[config.mk]
export PLATFORM = sky130hd
export DESIGN_NAME = task_arbiter_flat
export DESIGN_NICKNAME = d
export VERILOG_FILES = /design/src/rtl/task_arb_pkg.sv /design/src/rtl/task_arbiter_if.sv /design/src/rtl/rr_pick.sv /design/src/rtl/task_arbiter.sv /design/src/flat_wrapper.sv
export SDC_FILE = /design/constraint.sdc
export NUM_CORES = 1
export LEC_CHECK = 0
export BUFFER_PORTS_ARGS = -buffer_cell sky130_fd_sc_hd__buf_4
export CAP_MARGIN = 20
export CORE_MARGIN = 2
export CORE_UTILIZATION = 45
export CTS_CLUSTER_DIAMETER = 80
export DETAILED_ROUTE_END_ITERATION = 6
export GPL_TIMING_DRIVEN = 1
export PLACE_DENSITY = 0.69
export SYNTH_ARGS = -nofsm -noshare
export SYNTH_HDL_FRONTEND = slang
export SYNTH_HIERARCHICAL = 1
export SYNTH_SLANG_ARGS = --single-unit
[constraint.sdc]
create_clock -name clk -period 7 [get_ports clk]
set_clock_uncertainty 0.2 [all_clocks]
set_input_delay 1.4 -clock clk [delete_from_list [all_inputs] [get_ports clk]]
set_output_delay 1.4 -clock clk [all_outputs]
set_load 0.01 [all_outputs]
[src/rtl/task_arb_pkg.sv]
// Shared types and defaults for the task arbiter.
//   state_t      : arbiter FSM state encoding
//   NREQ_DEF     : default number of requesters
//   TMO_CYC_DEF  : default watchdog limit in clk cycles (used only when
//                  TASK_ARB_TIMEOUT_EN is defined)
package task_arb_pkg;

    localparam int NREQ_DEF    = 4;
    localparam int TMO_CYC_DEF = 200;

    typedef enum logic [1:0] {
        ST_IDLE    = 2'd0,
        ST_START   = 2'd1,
        ST_WAIT    = 2'd2,
        ST_RELEASE = 2'd3
    } state_t;

endpackage

[src/rtl/task_arbiter_if.sv]
// Handshake bundle between the requesters, the shared worker and the arbiter.
//   req      : per-requester job request level
//   grant    : one-hot owner of the worker
//   ack      : one-cycle completion pulse to the owner
//   err      : one-cycle pulse alongside ack when the job was aborted
//   wk_start : one-cycle start pulse to the worker
//   wk_clr   : one-cycle pulse returning the worker to idle
//   wk_busy  : worker busy status
//   wk_done  : worker done level, held until wk_clr
// slave modport is the arbiter side; master modport drives requests and
// worker status.
interface task_arbiter_if #(
    parameter int NREQ = task_arb_pkg::NREQ_DEF
);
    logic [NREQ-1:0] req;
    logic [NREQ-1:0] grant;
    logic [NREQ-1:0] ack;
    logic            err;
    logic            wk_start;
    logic            wk_clr;
    logic            wk_busy;
    logic            wk_done;

    modport slave (
        input  req, wk_busy, wk_done,
        output grant, ack, err, wk_start, wk_clr
    );

    modport master (
        output req, wk_busy, wk_done,
        input  grant, ack, err, wk_start, wk_clr
    );
endinterface

[src/rtl/rr_pick.sv]
// Combinational round-robin picker.
//   req_i   : request vector
//   ptr_i   : index of the last owner; search begins at ptr_i+1 (mod NREQ)
//   win_o   : one-hot winner, all-zero when no request
//   valid_o : any request present
module rr_pick
    import task_arb_pkg::*;
#(
    parameter  int NREQ = NREQ_DEF,
    localparam int PW   = $clog2(NREQ)
) (
    input  logic [NREQ-1:0] req_i,
    input  logic [PW-1:0]   ptr_i,
    output logic [NREQ-1:0] win_o,
    output logic            valid_o
);

    logic [PW-1:0] idx;

    always_comb begin
        win_o   = '0;
        valid_o = 1'b0;
        idx     = '0;
        // Walk NREQ slots starting just after the last owner; the last
        // owner itself is visited last, so it only wins when alone.
        for (int k = 1; k <= NREQ; k++) begin
            idx = PW'((int'(ptr_i) + k) % NREQ);
            if (!valid_o && req_i[idx]) begin
                win_o[idx] = 1'b1;
                valid_o    = 1'b1;
            end
        end
    end

endmodule

[src/rtl/task_arbiter.sv]
// Round-robin arbiter sharing one worker among NREQ requesters.
// Ports:
//   clk  : clock, rising edge
//   rst  : asynchronous active-high reset
//   bus  : task_arbiter_if.slave (req/grant/ack/err, worker start/clr/busy/done)
// Optional feature: define TASK_ARB_TIMEOUT_EN to add a watchdog that forces
// release with err=1 after TMO_CYC cycles in WAIT without wk_done. Without
// the macro WAIT waits indefinitely and err is tied low.
//
// state   | meaning
// IDLE    | no owner; arbitrate when worker is idle and not done
// START   | owner latched, wk_start high this cycle
// WAIT    | worker running, waiting for wk_done
// RELEASE | ack to owner and wk_clr to worker this cycle
module task_arbiter
    import task_arb_pkg::*;
#(
    parameter int NREQ    = NREQ_DEF,
    parameter int TMO_CYC = TMO_CYC_DEF
) (
    input  logic          clk,
    input  logic          rst,
    task_arbiter_if.slave bus
);

    localparam int PW = $clog2(NREQ);

    if (NREQ < 2 || NREQ > 8 || TMO_CYC < 2) begin : g_param_check
        $error("task_arbiter: NREQ must be 2..8 and TMO_CYC at least 2");
    end

    state_t          state_q, state_d;
    logic [NREQ-1:0] grant_q, grant_d;
    logic [NREQ-1:0] ack_q, ack_d;
    logic            wk_start_q, wk_start_d;
    logic            wk_clr_q, wk_clr_d;
    logic [PW-1:0]   ptr_q, ptr_d;
    logic [PW-1:0]   owner_idx;
    logic [NREQ-1:0] pick;
    logic            pick_vld;

`ifdef TASK_ARB_TIMEOUT_EN
    localparam int TW = $clog2(TMO_CYC) + 1;
    logic [TW-1:0]   tmo_q, tmo_d;
    logic            err_q, err_d;
`endif

    rr_pick #(.NREQ(NREQ)) u_pick (
        .req_i   (bus.req),
        .ptr_i   (ptr_q),
        .win_o   (pick),
        .valid_o (pick_vld)
    );

    always_comb begin
        owner_idx = '0;
        for (int i = 0; i < NREQ; i++) begin
            if (grant_q[i]) begin
                owner_idx = PW'(i);
            end
        end
    end

    always_comb begin
        state_d    = state_q;
        grant_d    = grant_q;
        ptr_d      = ptr_q;
        ack_d      = '0;
        wk_start_d = 1'b0;
        wk_clr_d   = 1'b0;
`ifdef TASK_ARB_TIMEOUT_EN
        tmo_d      = tmo_q;
        err_d      = 1'b0;
`endif
        unique case (state_q)
            ST_IDLE: begin
                // A done level seen here belongs to a stale job; hold off
                // until the worker has been cleared.
                if (pick_vld && !bus.wk_busy && !bus.wk_done) begin
                    grant_d    = pick;
                    wk_start_d = 1'b1;
                    state_d    = ST_START;
                end
            end
            ST_START: begin
                state_d = ST_WAIT;
`ifdef TASK_ARB_TIMEOUT_EN
                tmo_d   = '0;
`endif
            end
            ST_WAIT: begin
                // Done wins over a coincident timeout.
                if (bus.wk_done) begin
                    state_d  = ST_RELEASE;
                    ack_d    = grant_q;
                    wk_clr_d = 1'b1;
                end
`ifdef TASK_ARB_TIMEOUT_EN
                else if (tmo_q == TW'(TMO_CYC - 1)) begin
                    state_d  = ST_RELEASE;
                    ack_d    = grant_q;
                    wk_clr_d = 1'b1;
                    err_d    = 1'b1;
                end else begin
                    tmo_d = tmo_q + TW'(1);
                end
`endif
            end
            ST_RELEASE: begin
                ptr_d   = owner_idx;
                grant_d = '0;
                state_d = ST_IDLE;
            end
            default: begin
                state_d = ST_IDLE;
            end
        endcase
    end

    always_ff @(posedge clk or posedge rst) begin
        if (rst) begin
            state_q    <= ST_IDLE;
            grant_q    <= '0;
            ack_q      <= '0;
            wk_start_q <= 1'b0;
            wk_clr_q   <= 1'b0;
            ptr_q      <= PW'(NREQ - 1);
        end else begin
            state_q    <= state_d;
            grant_q    <= grant_d;
            ack_q      <= ack_d;
            wk_start_q <= wk_start_d;
            wk_clr_q   <= wk_clr_d;
            ptr_q      <= ptr_d;
        end
    end

`ifdef TASK_ARB_TIMEOUT_EN
    always_ff @(posedge clk or posedge rst) begin
        if (rst) begin
            tmo_q <= '0;
            err_q <= 1'b0;
        end else begin
            tmo_q <= tmo_d;
            err_q <= err_d;
        end
    end

    assign bus.err = err_q;
`else
    assign bus.err = 1'b0;
`endif

    assign bus.grant    = grant_q;
    assign bus.ack      = ack_q;
    assign bus.wk_start = wk_start_q;
    assign bus.wk_clr   = wk_clr_q;

endmodule

[src/flat_wrapper.sv]
// flat-port wrapper written by rule: the top's interface ports become plain ports
module task_arbiter_flat import task_arb_pkg::*;
#(
    parameter int NREQ    = NREQ_DEF,
    parameter int TMO_CYC = TMO_CYC_DEF
)
  (clk, rst, bus_req, bus_wk_busy, bus_wk_done, bus_grant, bus_ack, bus_err, bus_wk_start, bus_wk_clr);
  task_arbiter_if #(.NREQ(NREQ)) bus_i ();
  input  logic clk;
  input  logic rst;
  input wire logic [$bits(bus_i.req)-1:0] bus_req;
  input wire logic [$bits(bus_i.wk_busy)-1:0] bus_wk_busy;
  input wire logic [$bits(bus_i.wk_done)-1:0] bus_wk_done;
  output wire logic [$bits(bus_i.grant)-1:0] bus_grant;
  output wire logic [$bits(bus_i.ack)-1:0] bus_ack;
  output wire logic [$bits(bus_i.err)-1:0] bus_err;
  output wire logic [$bits(bus_i.wk_start)-1:0] bus_wk_start;
  output wire logic [$bits(bus_i.wk_clr)-1:0] bus_wk_clr;
  assign bus_i.req = bus_req;
  assign bus_i.wk_busy = bus_wk_busy;
  assign bus_i.wk_done = bus_wk_done;
  assign bus_grant = bus_i.grant;
  assign bus_ack = bus_i.ack;
  assign bus_err = bus_i.err;
  assign bus_wk_start = bus_i.wk_start;
  assign bus_wk_clr = bus_i.wk_clr;
  task_arbiter #(.NREQ(NREQ), .TMO_CYC(TMO_CYC)) u_core (.clk(clk), .rst(rst), .bus(bus_i));
endmodule
After elaboration in Yosys (flattened, before gate mapping)
Cells that the tools add are included.

word-level totals
  flip-flop bits (word level) = 14
  output and inout bits = 11
  word-level logic and storage cells = 82

cells by class
  $add $sub $neg = 4
  $lt $le $gt $ge = 8
  eq/ne operators = 5
  multiplexer cells = 38
  bitwise logic cells = 3
  reduce and logical (&&, ||, !) cells = 18

operators by type and width
  operator                                                     number
  two-way mux 4 bit                                            7
  two-way mux 1 bit                                            17
  less-than comparator 2 x 3 -> 1 bit (second input constant)  4
  OR 4 bit                                                     3
  logical AND 1 bit                                            9
  binary-select mux 1 bit (select 2 bit)                       4
  demux 1 bit (select 2 bit)                                   4
  >= comparator 2 x 1 -> 1 bit (second input constant)         4
  two-way mux 2 bit                                            4
  case mux 2 bit (4 select lines)                              1
  case mux 4 bit (2 select lines)                              1
  zero test 1 bit                                              5
  adder 2 x 1 -> 2 bit (second input constant)                 2
  adder 2 bit (second input constant)                          2
  == test 2 bit (second input constant)                        2
  AND reduction 2 bit                                          2
  == test 2 x 1 -> 1 bit (second input constant)               1
  zero test 2 bit                                              1
  inequality test 2 x 1 -> 1 bit (second input constant)       1
  inequality test 2 bit (second input constant)                1
  nonzero test 2 bit                                           1

Longest topological paths before layout
  word-level depth = 17
  depth in mapped cells = 9
  mapped depth without buffers = 8

Modules after synthesis
The synthesis kept the hierarchy.

modules (own cells, without submodules)
  module        instances  cells each  area an instance (um^2)  seq. area each (um^2)
  task_arbiter  1          51          616.8                    352.8
  rr_pick       1          48          415.4                    0.0

Worst setup path after synthesis
OpenSTA, ideal clock, no wires.

  path type = input to register
  start point = input port bus_req[3]
  end point = register u_core.grant_q[2] (netlist: u_core/bus.grant[2])
  arrival = 2.528 ns
  setup slack = 4.151 ns
  stages on the path = 5
  path through = mux4_1 > nand2_1 > mux2i_1 > a221o_1 > a22o_1

RTL lines
  element                                  RTL line             RTL
  from (decl)                              flat_wrapper.sv:11   input wire logic [$bits(bus_i.req)-1:0] bus_req;
  binary-select mux 1 bit (select 2 bit)   rr_pick.sv:28        if (!valid_o && req_i[idx]) begin
  two-way mux 1 bit (not written as such)  rr_pick.sv:28
  two-way mux 1 bit                        rr_pick.sv:28
  zero test 1 bit                          rr_pick.sv:28
  logical AND 1 bit                        rr_pick.sv:28
  two-way mux 1 bit                        rr_pick.sv:28
  zero test 1 bit                          rr_pick.sv:28
  logical AND 1 bit                        rr_pick.sv:28
  two-way mux 1 bit                        rr_pick.sv:28
  zero test 1 bit                          rr_pick.sv:28
  logical AND 1 bit                        rr_pick.sv:28
  two-way mux 4 bit *                      rr_pick.sv:28
  via u_core.pick[2]                       task_arbiter.sv:39   logic [NREQ-1:0] pick;
  two-way mux 4 bit *                      task_arbiter.sv:79   if (pick_vld && !bus.wk_busy && !bus.wk_done) begin
  case mux 4 bit (2 select lines) *        task_arbiter.sv:75   unique case (state_q)
  to (signal assigned)                     task_arbiter.sv:130  grant_q <= grant_d;
  to (decl)                                task_arbiter.sv:33   logic [NREQ-1:0] grant_q, grant_d;

The timed path passes the listed nets; every way through them passes the cells marked *. The select of a mux whose other input is x is not followed.
A chain may end at the register's enable or synchronous reset.

Final worst setup path
  start point = input port bus_req[3]
  end point = register u_core.grant_q[1] (netlist: u_core/bus.grant[1])

Same word-level chain as after synthesis.

==> metrics list <==
* Outcome: complete, no violations
- The total overflow left after global routing is 0.
- At the worst endpoint, the required time is 6.96 ns.
- In this run, post-CTS repair resized a total of 0 instances.
* Area delta synth->final: 16.1%
- Global routing used between 10% and 20% of the available tracks across all layers.
- Final layout net count: approximately 140
* Startpoint of the worst setup timing path: bus_req[3]
- In the final layout, the share of cells above drive strength 1 is a little under a quarter.
- Crit path cell chain: buf_4 -> mux4_1 -> nand2_1 -> mux2i_1 -> a221o_1 -> a22o_1
- In this run the standard cell core region covers roughly 2200 um^2.
- The max-slew violation count came to 0.
- The first global-routing pass estimated between 3000 and 4000 um of wire.
* Period minus WS final: 2.82 ns
- When the netlist entered floorplanning its net count stood at between 100 and 150.
- During placement, the flow inserted port buffers numbering 17.
- Buffer type at the clock tree root: clkbuf_4
* Number of instances in the synthesized netlist: 99
- In this run the number of H-tree levels came out at 1.
- After synthesis, flip-flops and latches occupy between 30% and 40% of the total area.
- The cell family contributing the most delay on the critical path is multiplexers.
* Cell area after technology mapping: between 1000 and 1500 um^2
- Average cell area after synthesis: roughly 10 um^2
- Across the run, the number of max-cap violations was 0.
- Data arrives at the worst endpoint at between 2 and 3 ns.
* Worst hold-check path type: register to register
- Cell with the biggest individual delay on the critical path: mux4_1
- Power per cell area: just under 400 nW/um^2
- Worst hold path cell count: 1
- Yosys cell types: 38
- Placement row count: 17
- Final setup fails: 0
* Pin count of the biggest net entering global routing: 15
- Transition at the pin with the smallest max-transition slack: around 0.54 ns
- Longest Clk Path Bufs: 2
- After synthesis the netlist holds a flip-flop and latch count of 14.
- Summed over all nets, the half-perimeter wirelength after detailed placement is around 1500 um.
- Antenna Nets Post-Route: 0
- Using the TritonRoute via totals, the vias-per-cell ratio works out to 5.34.
* Buffers & Inverters on Critical Path: 1
- Number of buffers inserted by post-CTS setup repair: 0
* RR Startpoint: u_core/ptr_q[0]
- Drt first pass iters: 4
- The die is roughly 52 um wide.
- Start point of the worst min-delay path: u_core/state_q[0]
- The clock reaches the later pin of the worst-skew pair after between 0.2 and 0.3 ns.
- Number of design-rule violations left by the first detailed-router iteration: 11
- Leakage: 0.000610 uW
- The via count of the first global-routing pass was 766.
- STA classifies the critical path endpoint as a register.
* Wire length reported by the detailed router: roughly 2000 um
- Dividing the final minimum period by the clock period gives 40.3%.
- At the placement stage, the worst setup path has a slack of around 3.9 ns.
- Routed length per placed instance: 13.8 um
- CTS tree: built
- The floorplan step defined a die boundary enclosing ~2700 um^2.
* Number of buffers added by the clock tree synthesis step: 3
* Relative slew margins: about 64%
- Final worst-path setup slack: 4.18 ns
- Crit-path max FO: 8
* Stages on the worst setup path: 6
- 19 I/O pins were placed.
* RSZ-0062 raised after global routing: false
* Vertical extent of the die: ~52 um
- After routing, the total negative slack on setup checks comes to 0 ns.
- Hold repair after CTS inserted 0 buffers.
- Type of origin of the critical path: input pin
- The final hold violation count was 0.
- The critical path in this run is classified as input pin to register.
* Worst-case vdd ir drop: roughly 0.17 mV
* Count of yosys warnings during synthesis: 6
* Vias post-DR: 774
* DR DRC count: 0
* Fmax: between 300 and 400 MHz
- Longest individual stage delay on the worst path: approximately 0.57 ns
- Initial core utilization: 47.1%
- Clk pin slew, worst setup/hold paths: around 0.080 ns
- The congestion estimate from routability-driven global placement came to 0.837.
* Antenna violations before repair: 0
- 0 antenna diodes ended up in the layout.
* Logic depth of the worst register-to-register path: 7
- TritonCTS Sinks: 14
[synth_stat cells, drive strengths merged]
master,n,area [um^2]
nor4b,1,8.76
o21ai,2,10.0
mux4,1,26.3
clkbuf,1,3.75
nor2,4,15.0
a22o,3,26.3
nand2b,2,12.5
a221o,4,40.0
dfstp,2,52.6
nor3,2,15.0
nand3,1,10.0
a2111o,1,11.3
and3,4,25.0
a31oi,1,6.26
and2b,1,7.51
and2,1,6.26
conb,1,3.75
mux2,3,33.8
nor3b,1,7.51
a21oi,5,36.3
buf,2,18.8
o22a,1,8.76
or3b,2,20.0
inv,11,41.3
nand4,2,12.5
o2111ai,1,8.76
mux2i,8,80.1
dfrtp,12,300
ha,11,138
nand3b,2,15.0
nand2,5,18.8
and4bb,1,12.5
[report_power, final]
group          internal (uW)  leakage, uW  total, uW  switching (uW)
combinational            130     0.000412        271             141
sequential               111     0.000183        146            35.5
clock                   22.0    0.0000150       45.9            23.9
[stage by stage]
| stage | hold WS, ns | cell area [um^2] | cells | total power, uW | utilization, % |
|---|---|---|---|---|---|
| 3_5_place_dp | 0.338 | 1170 | 141 | 416 | 53.5 |
| 6_report | 0.355 | 1200 | 145 | 463 | 54.7 |
| 5_1_grt | 0.398 | 1200 | 145 | 503 | 54.7 |
| 2_1_floorplan | 0.303 | 1030 | 99 | 350 | - |
| 4_1_cts | 0.357 | 1200 | 145 | 464 | 54.7 |
| 3_3_place_gp | 0.320 | 1170 | 141 | 403 | 53.5 |
[state kept, by name (all words and copies together), names as in the netlist]
register             cells
u_core/bus.ack           4
u_core/ptr_q             2
u_core/bus.wk_start      1
u_core/state_q           2
u_core/bus.grant         4
u_core/bus.wk_clr        1
[worst register-to-register path, cell delays in order, from the launching register on]
cell,delay (ns)
dfstp_2,0.63
inv_1,0.19
ha_1,0.47
mux2_2,0.37
nand4_1,0.09
o21ai_0,0.18
a221o_1,0.36
a22o_1,0.21
[final timing paths]
path,end,slack (ns)
min,u_core/state_q[0],0.36
min reg2reg,u_core/state_q[0],0.36
max reg2reg,u_core/bus.grant[1],4.19
max,u_core/bus.grant[1],4.18
max in group asynchronous,u_core/ptr_q[1],5.26
min in group asynchronous,u_core/bus.ack[0],0.96
[logic make-up (layout without fill, tap and decap cells)]
logic type	Yosys count	after routing	share of synthesized area, %
compound gates	18	18	14.3
fa+ha+maj	11	11	13.3
buf+inv	14	32	6.18
flops	14	14	34.2
mux	12	12	13.6
other cells	1	1	0.363
simple gates	29	29	18.1
[cell usage in the layout (no fill, tap or decap), types with 3 or more instances in the layout]
cell      count
buf_4        17
dfrtp_1      12
inv_1        11
ha_1         11
mux2i_1       8
nand2_1       5
a21oi_1       4
and3_1        4
nor2_1        4
a221o_1       4
clkbuf_4      3
a22o_1        3
[routing by layer]
layer  wire (um)  up-vias  track usage (%)
met3          68        0            0.862
li1            -      391                -
met5           0        -                0
met4           0        0             6.58
met2        1020       19             30.8
met1         904      364             18.7
[cell type report]
class                           count  area [um^2]
Clock buffer                        4         26.3
Timing Repair Buffer               17          128
Sequential cell                    14          353
Fill cell                         191          992
Multi-Input combinational cell     71          616
Tap cell                           28         35.0
Inverter                           11         41.3
Note: power is estimated with default switching activity, not from simulation.
